## src/rtl/uc_heartbeat_watchdog.sv

```systemverilog
// uc_heartbeat_watchdog: dual-channel heartbeat watchdog ahead of the OBC selector.
// Optional glitch filter on each heartbeat input is enabled by defining HB_GLITCH_FILTER_EN.

// One watchdog channel: synchronizer, optional filter, edge detect, supervision FSM.
module uc_heartbeat_watchdog_ch #(
   parameter int CNT_W       = 27,
   parameter int TIMEOUT     = 5_000_000,
   parameter int GRACE       = 50_000_000,
`ifdef HB_GLITCH_FILTER_EN
   parameter int FILT_LEN    = 8,
`endif
   parameter int SYNC_STAGES = 2
) (
   input  logic       clk,
   input  logic       reset,
   input  logic       hb,
   input  logic       pwr,
   output logic       error,
   output logic       alive,
   output logic [3:0] faults
);
   typedef enum logic [1:0] {ST_OFF, ST_GRACE, ST_RUN, ST_FAULT} state_t;
   state_t state, state_n;
   logic [SYNC_STAGES-1:0] sync;
   logic [CNT_W-1:0] cnt, cnt_n;
   logic lvl, lvl_q, hb_edge, err_n;
   // bring the asynchronous heartbeat into the clock domain
   always_ff @(posedge clk) begin
      if (!reset) sync <= '0;
      else sync <= {sync[SYNC_STAGES-2:0], hb};
   end
`ifdef HB_GLITCH_FILTER_EN
   localparam int FW = $clog2(FILT_LEN + 1);
   logic [FW-1:0] fcnt;
   logic filt;
   // accept a new level only after it has held for FILT_LEN consecutive cycles
   always_ff @(posedge clk) begin
      if (!reset) begin
         fcnt <= '0;
         filt <= 1'b0;
      end else if (sync[SYNC_STAGES-1] == filt) begin
         fcnt <= '0;
      end else if (fcnt == FW'(FILT_LEN - 1)) begin
         fcnt <= '0;
         filt <= sync[SYNC_STAGES-1];
      end else begin
         fcnt <= fcnt + 1'b1;
      end
   end
   assign lvl = filt;
`else
   assign lvl = sync[SYNC_STAGES-1];
`endif
   // previous accepted level; any change in either direction is a heartbeat edge
   always_ff @(posedge clk) begin
      if (!reset) lvl_q <= 1'b0;
      else lvl_q <= lvl;
   end
   assign hb_edge = lvl ^ lvl_q;
   // state, counter, registered error pulse and saturating fault tally
   always_ff @(posedge clk) begin
      if (!reset) begin
         state  <= ST_OFF;
         cnt    <= '0;
         error  <= 1'b0;
         faults <= '0;
      end else begin
         state  <= state_n;
         cnt    <= cnt_n;
         error  <= err_n;
         faults <= faults + {3'b000, err_n && faults != 4'hF};
      end
   end
   // power loss dominates, then a heartbeat edge, then expiry of the window
   always_comb begin
      state_n = state;
      cnt_n   = '0;
      err_n   = 1'b0;
      if (!pwr) begin
         state_n = ST_OFF;
      end else begin
         case (state)
            ST_OFF:   state_n = ST_GRACE;
            ST_GRACE: begin
               if (hb_edge) state_n = ST_RUN;
               else if (cnt == CNT_W'(GRACE - 1)) begin
                  state_n = ST_FAULT;
                  err_n   = 1'b1;
               end else cnt_n = cnt + 1'b1;
            end
            ST_RUN: begin
               if (!hb_edge) begin
                  if (cnt == CNT_W'(TIMEOUT - 1)) begin
                     state_n = ST_FAULT;
                     err_n   = 1'b1;
                  end else cnt_n = cnt + 1'b1;
               end
            end
            ST_FAULT: state_n = hb_edge ? ST_RUN : ST_FAULT;
            default:  state_n = ST_OFF;
         endcase
      end
   end
   assign alive = state == ST_RUN;
endmodule

// Two independent channels, one per microcontroller.
module uc_heartbeat_watchdog #(
   parameter int CNT_W       = 27,
   parameter int TIMEOUT     = 5_000_000,
   parameter int GRACE       = 50_000_000,
`ifdef HB_GLITCH_FILTER_EN
   parameter int FILT_LEN    = 8,
`endif
   parameter int SYNC_STAGES = 2
) (
   input  logic       clk,
   input  logic       reset,
   input  logic       hb_u1,
   input  logic       hb_u2,
   input  logic       pwr_u1,
   input  logic       pwr_u2,
   output logic       errorUC1,
   output logic       errorUC2,
   output logic       alive_u1,
   output logic       alive_u2,
   output logic [3:0] faults_u1,
   output logic [3:0] faults_u2
);
   uc_heartbeat_watchdog_ch #(
      .CNT_W(CNT_W), .TIMEOUT(TIMEOUT), .GRACE(GRACE),
`ifdef HB_GLITCH_FILTER_EN
      .FILT_LEN(FILT_LEN),
`endif
      .SYNC_STAGES(SYNC_STAGES)
   ) u_ch1 (
      .clk(clk), .reset(reset), .hb(hb_u1), .pwr(pwr_u1),
      .error(errorUC1), .alive(alive_u1), .faults(faults_u1)
   );
   uc_heartbeat_watchdog_ch #(
      .CNT_W(CNT_W), .TIMEOUT(TIMEOUT), .GRACE(GRACE),
`ifdef HB_GLITCH_FILTER_EN
      .FILT_LEN(FILT_LEN),
`endif
      .SYNC_STAGES(SYNC_STAGES)
   ) u_ch2 (
      .clk(clk), .reset(reset), .hb(hb_u2), .pwr(pwr_u2),
      .error(errorUC2), .alive(alive_u2), .faults(faults_u2)
   );
endmodule

```

## config.mk

```make
export PLATFORM = sky130hd
export DESIGN_NAME = uc_heartbeat_watchdog
export DESIGN_NICKNAME = d
export VERILOG_FILES = /design/src/rtl/uc_heartbeat_watchdog.sv
export SDC_FILE = /design/constraint.sdc
export NUM_CORES = 1
export LEC_CHECK = 0
export ABC_AREA = 1
export BUFFER_PORTS_ARGS = -buffer_cell sky130_fd_sc_hd__buf_2
export CAP_MARGIN = 30
export CORE_MARGIN = 2
export CORE_UTILIZATION = 55
export CTS_CLUSTER_SIZE = 8
export DETAILED_ROUTE_END_ITERATION = 7
export HOLD_SLACK_MARGIN = 0.06
export PLACE_DENSITY_LB_ADDON = 0.15
export RECOVER_POWER = 100
export SYNTH_ARGS = -nofsm -noshare
export SYNTH_HDL_FRONTEND = slang
export SYNTH_SLANG_ARGS = --single-unit
```

## constraint.sdc

```tcl
create_clock -name clk -period 2 [get_ports clk]
set_input_delay 0.5 -clock clk [delete_from_list [all_inputs] [get_ports clk]]
set_output_delay 0.5 -clock clk [all_outputs]
set_load 0.005 [all_outputs]
```

==> results of run 1 <==
state kept, by name, indices dropped and copies added, names as in the netlist:
register and count:
u_ch1.cnt 27, u_ch1.error 1, u_ch1.faults 4, u_ch1.lvl_q 1, u_ch1.state 2, u_ch1.sync 2
u_ch2.cnt 27, u_ch2.error 1, u_ch2.faults 4, u_ch2.lvl_q 1, u_ch2.state 2, u_ch2.sync 2
worst min-delay path, stage by stage:
cell     delay [ns]
buf_2          0.07
nand2_1        0.04
inv_1          0.04
final timing paths:
path,cells past startpoint,start,endpoint
worst min-delay path,3,hb_u2,u_ch2.sync[0]$_SDFF_PN0_
worst max-delay path,13,u_ch2.cnt[1]$_SDFF_PN0_,u_ch2.faults[1]$_SDFF_PN0_
worst max register to register,13,u_ch2.cnt[1]$_SDFF_PN0_,u_ch2.faults[1]$_SDFF_PN0_
worst min register to register,2,u_ch1.sync[0]$_SDFF_PN0_,u_ch1.sync[1]$_SDFF_PN0_
layout by cell type (no fill, tap or decap), types with 6 or more instances in the layout:
cell and instances:
nand2_2 8, nor2_2 29, nand3_1 38, nor3_1 16, dfxtp_2 22, clkbuf_8 9, dfxtp_1 49, nand4_1 24
nor2_1 94, buf_2 15, ha_1 7, inv_1 79, xnor2_1 6, o21ai_0 8, a21oi_1 9, inv_2 8
nand2_1 114, nor2_4 6, buf_4 34, xor2_1 34
where the power goes:
part	switching [uW]	internal (uW)
registers	7.17	1480
clock network	623	600
logic	67.7	39.1
repair_timing:
action / 4_1_cts / 5_1_grt
hold buffers: 0 / 0
setup buffers: 0 / 7
endpoints found under the setup margin: 0 / 6
gates resized for setup: 0 / 58
layout make-up:
| class | count | area (um2) | share of cell area |
|---|---|---|---|
| multi-input cells | 428 | 2405 | 0.4833 |
| flip-flops and latches | 74 | 1520 | 0.3055 |
| repair buffers | 55 | 392.9 | 0.07895 |
| inverters | 87 | 326.6 | 0.06563 |
| clock buffers | 9 | 123.9 | 0.02489 |
| well taps | 99 | 123.9 | 0.02489 |
| clock inverters | 7 | 83.83 | 0.01685 |
per-layer routing:
| layer | vias to the layer above | wire [um] |
|---|---|---|
| met5 | - | 0 |
| met4 | 0 | 91 |
| met3 | 9 | 538 |
| met2 | 101 | 4200 |
| met1 | 1725 | 4654 |
| li1 | 2003 | - |
cells by family after synthesis:
group / count (synthesis)
xor+xnor: 40
fa+ha+maj: 12
buf+inv: 93
flops: 74
simple gates: 350
compound gates: 26
per-stage QoR:
step / instance area [um2] / util / TNS [ns]
global route: 4976 / 0.6824 / -0.1662
global placement: 4569 / 0.6266 / 0
CTS: 4777 / 0.6551 / 0
floorplan: 4174 / - / 0
finish: 4976 / 0.6824 / 0
detailed placement: 4569 / 0.6266 / 0
==> out/results.tsv, run 1 <==
stage	metric	value	unit
status	status	finished clean	
worst_setup_path	cp_num_buf_inv	2	
sta	final_hold_viol_count	0	
synth	synth_mux_area_frac	0	
grt	grt_pass1_vias	3571	
grt	antenna_found_initial	0	
routing	wl	9.486	mm
placed_design	numPortBuffers	17	
synth	avgSynthCellArea	7.015	um2
final_layout	nFillCells	660	
synth	synthSimpleGateAreaFrac	0.3969	
sta	drv_slew	0	
power	ir_drop	0.5781	mV
floorplanning	fp.dieW	91.12	um
synth	syn-num-nets	613	
worst_setup_path	crit_arrival	2.16	ns
routing	drt-pass1-iter-count	5	
run	max_cap_viol_count	0	
sta	setup_viol	0	
synth	synth_top_cell_area_share	0.3549	
cts	cts_num_sinks	74	
synth	yosysTopAreaCell	dfxtp_1	
routing	wl_per_cell	12.50	um
synth	yosysUniqueCellTypes	33	
routing	via_per_inst	5.057	
grt	top_usage_layer	met2	
cts	clock_path_buffers	2	
synth	ys_seq_area_frac	0.3549	
synth	synth-compound-area-share	0.03297	
placed_design	dp.cells	736	
cts	htree_num_levels	3	
power	p_per_area	565.9	nW/um2
grt	met1_usage	0.3439	
routing	drc	0	
sta	fin_skew	0.01665	ns
sta	worst_slack	0.08744	ns
cts	cts-root-buf	clkbuf_8	
synth	synth.cells.most_frequent	nand2_1 (116), nor2_1 (96), inv_1 (84)	
grt	use_met2	0.3654	
grt	met3_usage	0.06639	
sta	finalCritPeriodShare	0.9563	
final_layout	n_antenna_cell	0	
sta	fmax	522.9	MHz
grt	grt_max_degree	17	
synth	synthTopCellsByArea	dfxtp_1 (35%), nand2_1 (10%), nor2_1 (8.6%)	
worst_setup_path	critPathLaunchType	flop	
cts	cts_tree	done	
routing	final_antenna_net_count	0	
floorplanning	core	7292	um2
synth	ys_ff_latch	74	
floorplanning	initial_core_util	0.5724	
sta	tightest_slew	0.7212	ns
synth	yosysWarnings	0	
final_layout	layout.nets	673	
synth	synth_top_family_by_area	simple AND/OR/NAND/NOR gates	
power	leakagePower	0.001905	uW
grt	overflow	0	
sta	slew_headroom	0.5148	
cts	clock_latency	0.36	ns
routing	vias	3838	
floorplanning	io_pins	18	
placed_design	pre_cts_slack	0.02734	ns
grt	grt_pass1_wl	16.36	mm
sta	rsz0062_at_grt	yes	
routing	drtIter0Drc	283	
placed_design	dp.final_hpwl	7.198	mm
placed_design	gp_congestion	0.9308	
floorplanning	die_h	91.12	um
worst_setup_path	criticalPathCategory	flop to flop	
worst_setup_path	reg2reg_slack	0.09	ns
hold_path	holdCritPathClass	input port to flop	
worst_setup_path	crit_path_max_incr_delay	0.37	ns
synth	synth_cells	595	
synth	async_flop_share	0	
worst_setup_path	path_delay_family	simple AND/OR/NAND/NOR gates	
power	power.total	2816	uW
cts	clkTransAtPathRegs	0.10	ns
final_layout	drive_gt1_frac	0.2530	
worst_setup_path	crit_chain	ha_4 > nand2_2 > nor2_4 > nand2_4 > nor2_8 > inv_2 > nor2_1 > nand3_1 > a21oi_2 > ha_2 > ha_1 > nand2_1 > inv_1	
sta	holdWs	0.3232	ns
final_layout	fin_cells	759	
floorplanning	die_area	8302	um2
final_layout	area_delta_synth_final	19.21	%
cts	cts-buffers-inserted	9	
floorplanning	rows	31	
worst_setup_path	crit_slowest_cell	dfxtp_2	
synth	synthAdderAreaFrac	0.03597	
grt	grt_use_total	0.2399	
worst_setup_path	worst_setup_path_end_kind	flop	
synth	ys.flop_type	dfxtp_1	
synth	synth-xor-area-share	0.08393	
sta	fin_crit	1.913	ns
synth	synthesis.area	4174	um2
worst_setup_path	critical_path_required	2.25	ns
worst_setup_path	worstPathMaxFanout	4	
synth	synth-edff-count	0	
synth	synthMostInstantiatedCell	nand2_1	
Power figures use the tool's default switching activity.
==> run 2: changes to the inputs <==
--- a/config.mk
+++ b/config.mk
@@ -15,6 +15,7 @@
 export HOLD_SLACK_MARGIN = 0.06
 export PLACE_DENSITY_LB_ADDON = 0.15
 export RECOVER_POWER = 100
+export REMOVE_ABC_BUFFERS = 1
 export SYNTH_ARGS = -nofsm -noshare
 export SYNTH_HDL_FRONTEND = slang
 export SYNTH_SLANG_ARGS = --single-unit
==> out/results.tsv, run 2 (same netlist as run 1, synthesis figures left out) <==
stage	metric	value	unit	change
status	status	finished clean		
routing	drtIter0Drc	354		+25%
cts	clkTransAtPathRegs	0.09	ns	about the same
worst_setup_path	path_delay_family	simple AND/OR/NAND/NOR gates		
final_layout	n_antenna_cell	0		unchanged
grt	overflow	0		unchanged
routing	final_antenna_net_count	0		unchanged
placed_design	pre_cts_slack	0.04369	ns	+0.01634 ns
final_layout	area_delta_synth_final	17.72	%	
grt	top_usage_layer	met2		
cts	clock_path_buffers	2		unchanged
sta	holdWs	0.3168	ns	-0.006424 ns
cts	clock_latency	0.36	ns	about the same
routing	drc	0		unchanged
cts	cts-root-buf	clkbuf_8		
floorplanning	rows	31		unchanged
floorplanning	die_area	8302	um2	unchanged
worst_setup_path	worst_setup_path_end_kind	flop		
final_layout	seqCellArea	1509	um2	-0.74%
final_layout	nFillCells	659		-0.15%
routing	vias	3919		+2.1%
power	leakagePower	0.001873	uW	-1.7%
placed_design	gp_congestion	0.9920		+6.6%
placed_design	dp.cells	734		-0.27%
placed_design	dp.final_hpwl	6.966	mm	-3.2%
sta	drv_slew	0		unchanged
worst_setup_path	cp_num_buf_inv	2		unchanged
cts	htree_num_levels	3		unchanged
sta	worst_slack	0.03936	ns	-0.04807 ns
grt	use_met2	0.3648		-0.0006173
sta	tightest_slew	0.6398	ns	-0.08144 ns
worst_setup_path	crit_slowest_cell	dfxtp_2		
run	max_cap_viol_count	0		unchanged
hold_path	holdCritPathClass	input port to flop		
routing	wl_per_cell	12.25	um	-2.0%
cts	cts_num_sinks	74		unchanged
power	ir_drop	0.4880	mV	-16%
final_layout	fin_cells	758		-0.13%
worst_setup_path	worstPathMaxFanout	4		unchanged
placed_design	numPortBuffers	17		unchanged
grt	met1_usage	0.3217		-0.02219
grt	grt_pass1_wl	16.01	mm	-2.1%
final_layout	largest_registers	u_ch1.cnt x27, u_ch2.cnt x27		
sta	final_hold_viol_count	0		unchanged
cts	postCtsHoldBufs	0		unchanged
final_layout	final_cell_mix	nand2_1 (113), nor2_1 (97), inv_1 (83), dfxtp_1 (54), nand3_1 (39)		
worst_setup_path	crit_arrival	2.22	ns	+0.06 ns
routing	drt-pass1-iter-count	5		unchanged
grt	grt_pass1_vias	3693		+3.4%
routing	wl	9.287	mm	-2.1%
floorplanning	io_pins	18		unchanged
cts	cts_tree	done		
worst_setup_path	crit_path_max_incr_delay	0.37	ns	about the same
sta	finalCritPeriodShare	0.9803		+0.02404
grt	grt_max_degree	16		-1
floorplanning	fp.dieW	91.12	um	unchanged
grt	grt_use_total	0.2352		-0.004749
sta	slew_headroom	0.5696		+0.05480
floorplanning	die_h	91.12	um	unchanged
grt	met3_usage	0.05062		-0.01577
final_layout	final_common_cell	nand2_1		
sta	fin_skew	0.01352	ns	-0.003135 ns
sta	rsz0062_at_grt	yes		
final_layout	drive_gt1_frac	0.2291		-0.02390
sta	setup_viol	0		unchanged
final_layout	utilization	0.6738		-0.008579
grt	antenna_found_initial	0		unchanged
floorplanning	initial_core_util	0.5724		unchanged
cts	cts-buffers-inserted	9		unchanged
power	p_per_area	574.7	nW/um2	+1.6%
final_layout	multi_input_area	2384	um2	-0.88%
routing	via_per_inst	5.170		+2.2%
worst_setup_path	criticalPathCategory	flop to flop		
worst_setup_path	crit_chain	ha_4 > nand2_2 > nor2_4 > nand2_4 > nor2_8 > inv_2 > nor2_1 > nand3_1 > a21oi_2 > ha_2 > ha_4 > nand2_2 > inv_1		
sta	fin_crit	1.961	ns	+0.04807 ns
worst_setup_path	critPathLaunchType	flop		
worst_setup_path	critical_path_required	2.26	ns	about the same
floorplanning	core	7292	um2	unchanged
final_layout	layout.nets	672		-0.15%
sta	fmax	510.0	MHz	-2.5%
-- run 2: changes by cell type in the layout (fill, tap and decap cells not counted), moves of 2 or more --
| cell | delta |
|---|---|
| dfxtp_2 | -3 |
| inv_2 | -4 |
| o21ai_1 | -2 |
| nor2_2 | -3 |
| nor2_1 | +3 |
| clkbuf_1 | +3 |
| buf_2 | -2 |
| inv_1 | +4 |
| dfxtp_1 | +5 |
| dfxtp_4 | -2 |
-- run 2: area by class of cell --
class	count	share of cell area
flip-flops and latches	74	0.3071
well taps	99	0.02521
multi-input cells	428	0.4851
inverters	87	0.06646
clock inverters	7	0.01706
clock buffers	9	0.02521
repair buffers	54	0.07385
-- run 2: per-stage QoR --
stage / cell area, um2 / power (uW) / TNS (ns)
after CTS: 4750 / 2860 / 0
after floorplan: 4103 / 1594 / 0
after global placement: 4542 / 1627 / 0
after detailed placement: 4542 / 1630 / 0
after global routing: 4913 / 2934 / -0.3291
final: 4913 / 2824 / 0
-- run 2: repair_timing --
| action | 4_1_cts | 5_1_grt |
|---|---|---|
| endpoints found under the setup margin | 0 | 7 |
| gates resized for setup | 0 | 48 |
| buffers inserted | 0 | 8 |
-- run 2: path summary, 6_finish.rpt --
path                                     end  cells past startpoint                startpoint  slack [ns]
setup / recovery  u_ch2.faults[1]$_SDFF_PN0_                     13   u_ch2.cnt[1]$_SDFF_PN0_        0.04
setup reg to reg  u_ch2.faults[1]$_SDFF_PN0_                     13   u_ch2.cnt[1]$_SDFF_PN0_        0.04
hold reg to reg     u_ch2.sync[1]$_SDFF_PN0_                      2  u_ch2.sync[0]$_SDFF_PN0_        0.42
hold / removal      u_ch1.sync[0]$_SDFF_PN0_                      3                     hb_u1        0.32
-- run 2: power breakdown --
group | internal [uW] | leakage [uW] | switching (uW)
Clock | 600 | 0.000103 | 627
Sequential | 1480 | 0.000608 | 7.58
Combinational | 41.0 | 0.00116 | 67.3
Total | 2120 | 0.00187 | 702
-- run 2: worst reg2reg max path, stage by stage (launching register included) --
cell,delay (ns)
dfxtp_2,0.37
ha_4,0.14
nand2_2,0.06
nor2_4,0.16
nand2_4,0.09
nor2_8,0.09
inv_2,0.04
nor2_1,0.12
nand3_1,0.13
a21oi_2,0.15
ha_2,0.21
ha_4,0.20
nand2_2,0.06
inv_1,0.04
-- run 2: metal layers --
layer	routed length, um	share of wire
met1	4321	0.47
met2	4096	0.44
met3	670	0.072
met4	199	0.021
met5	0	0
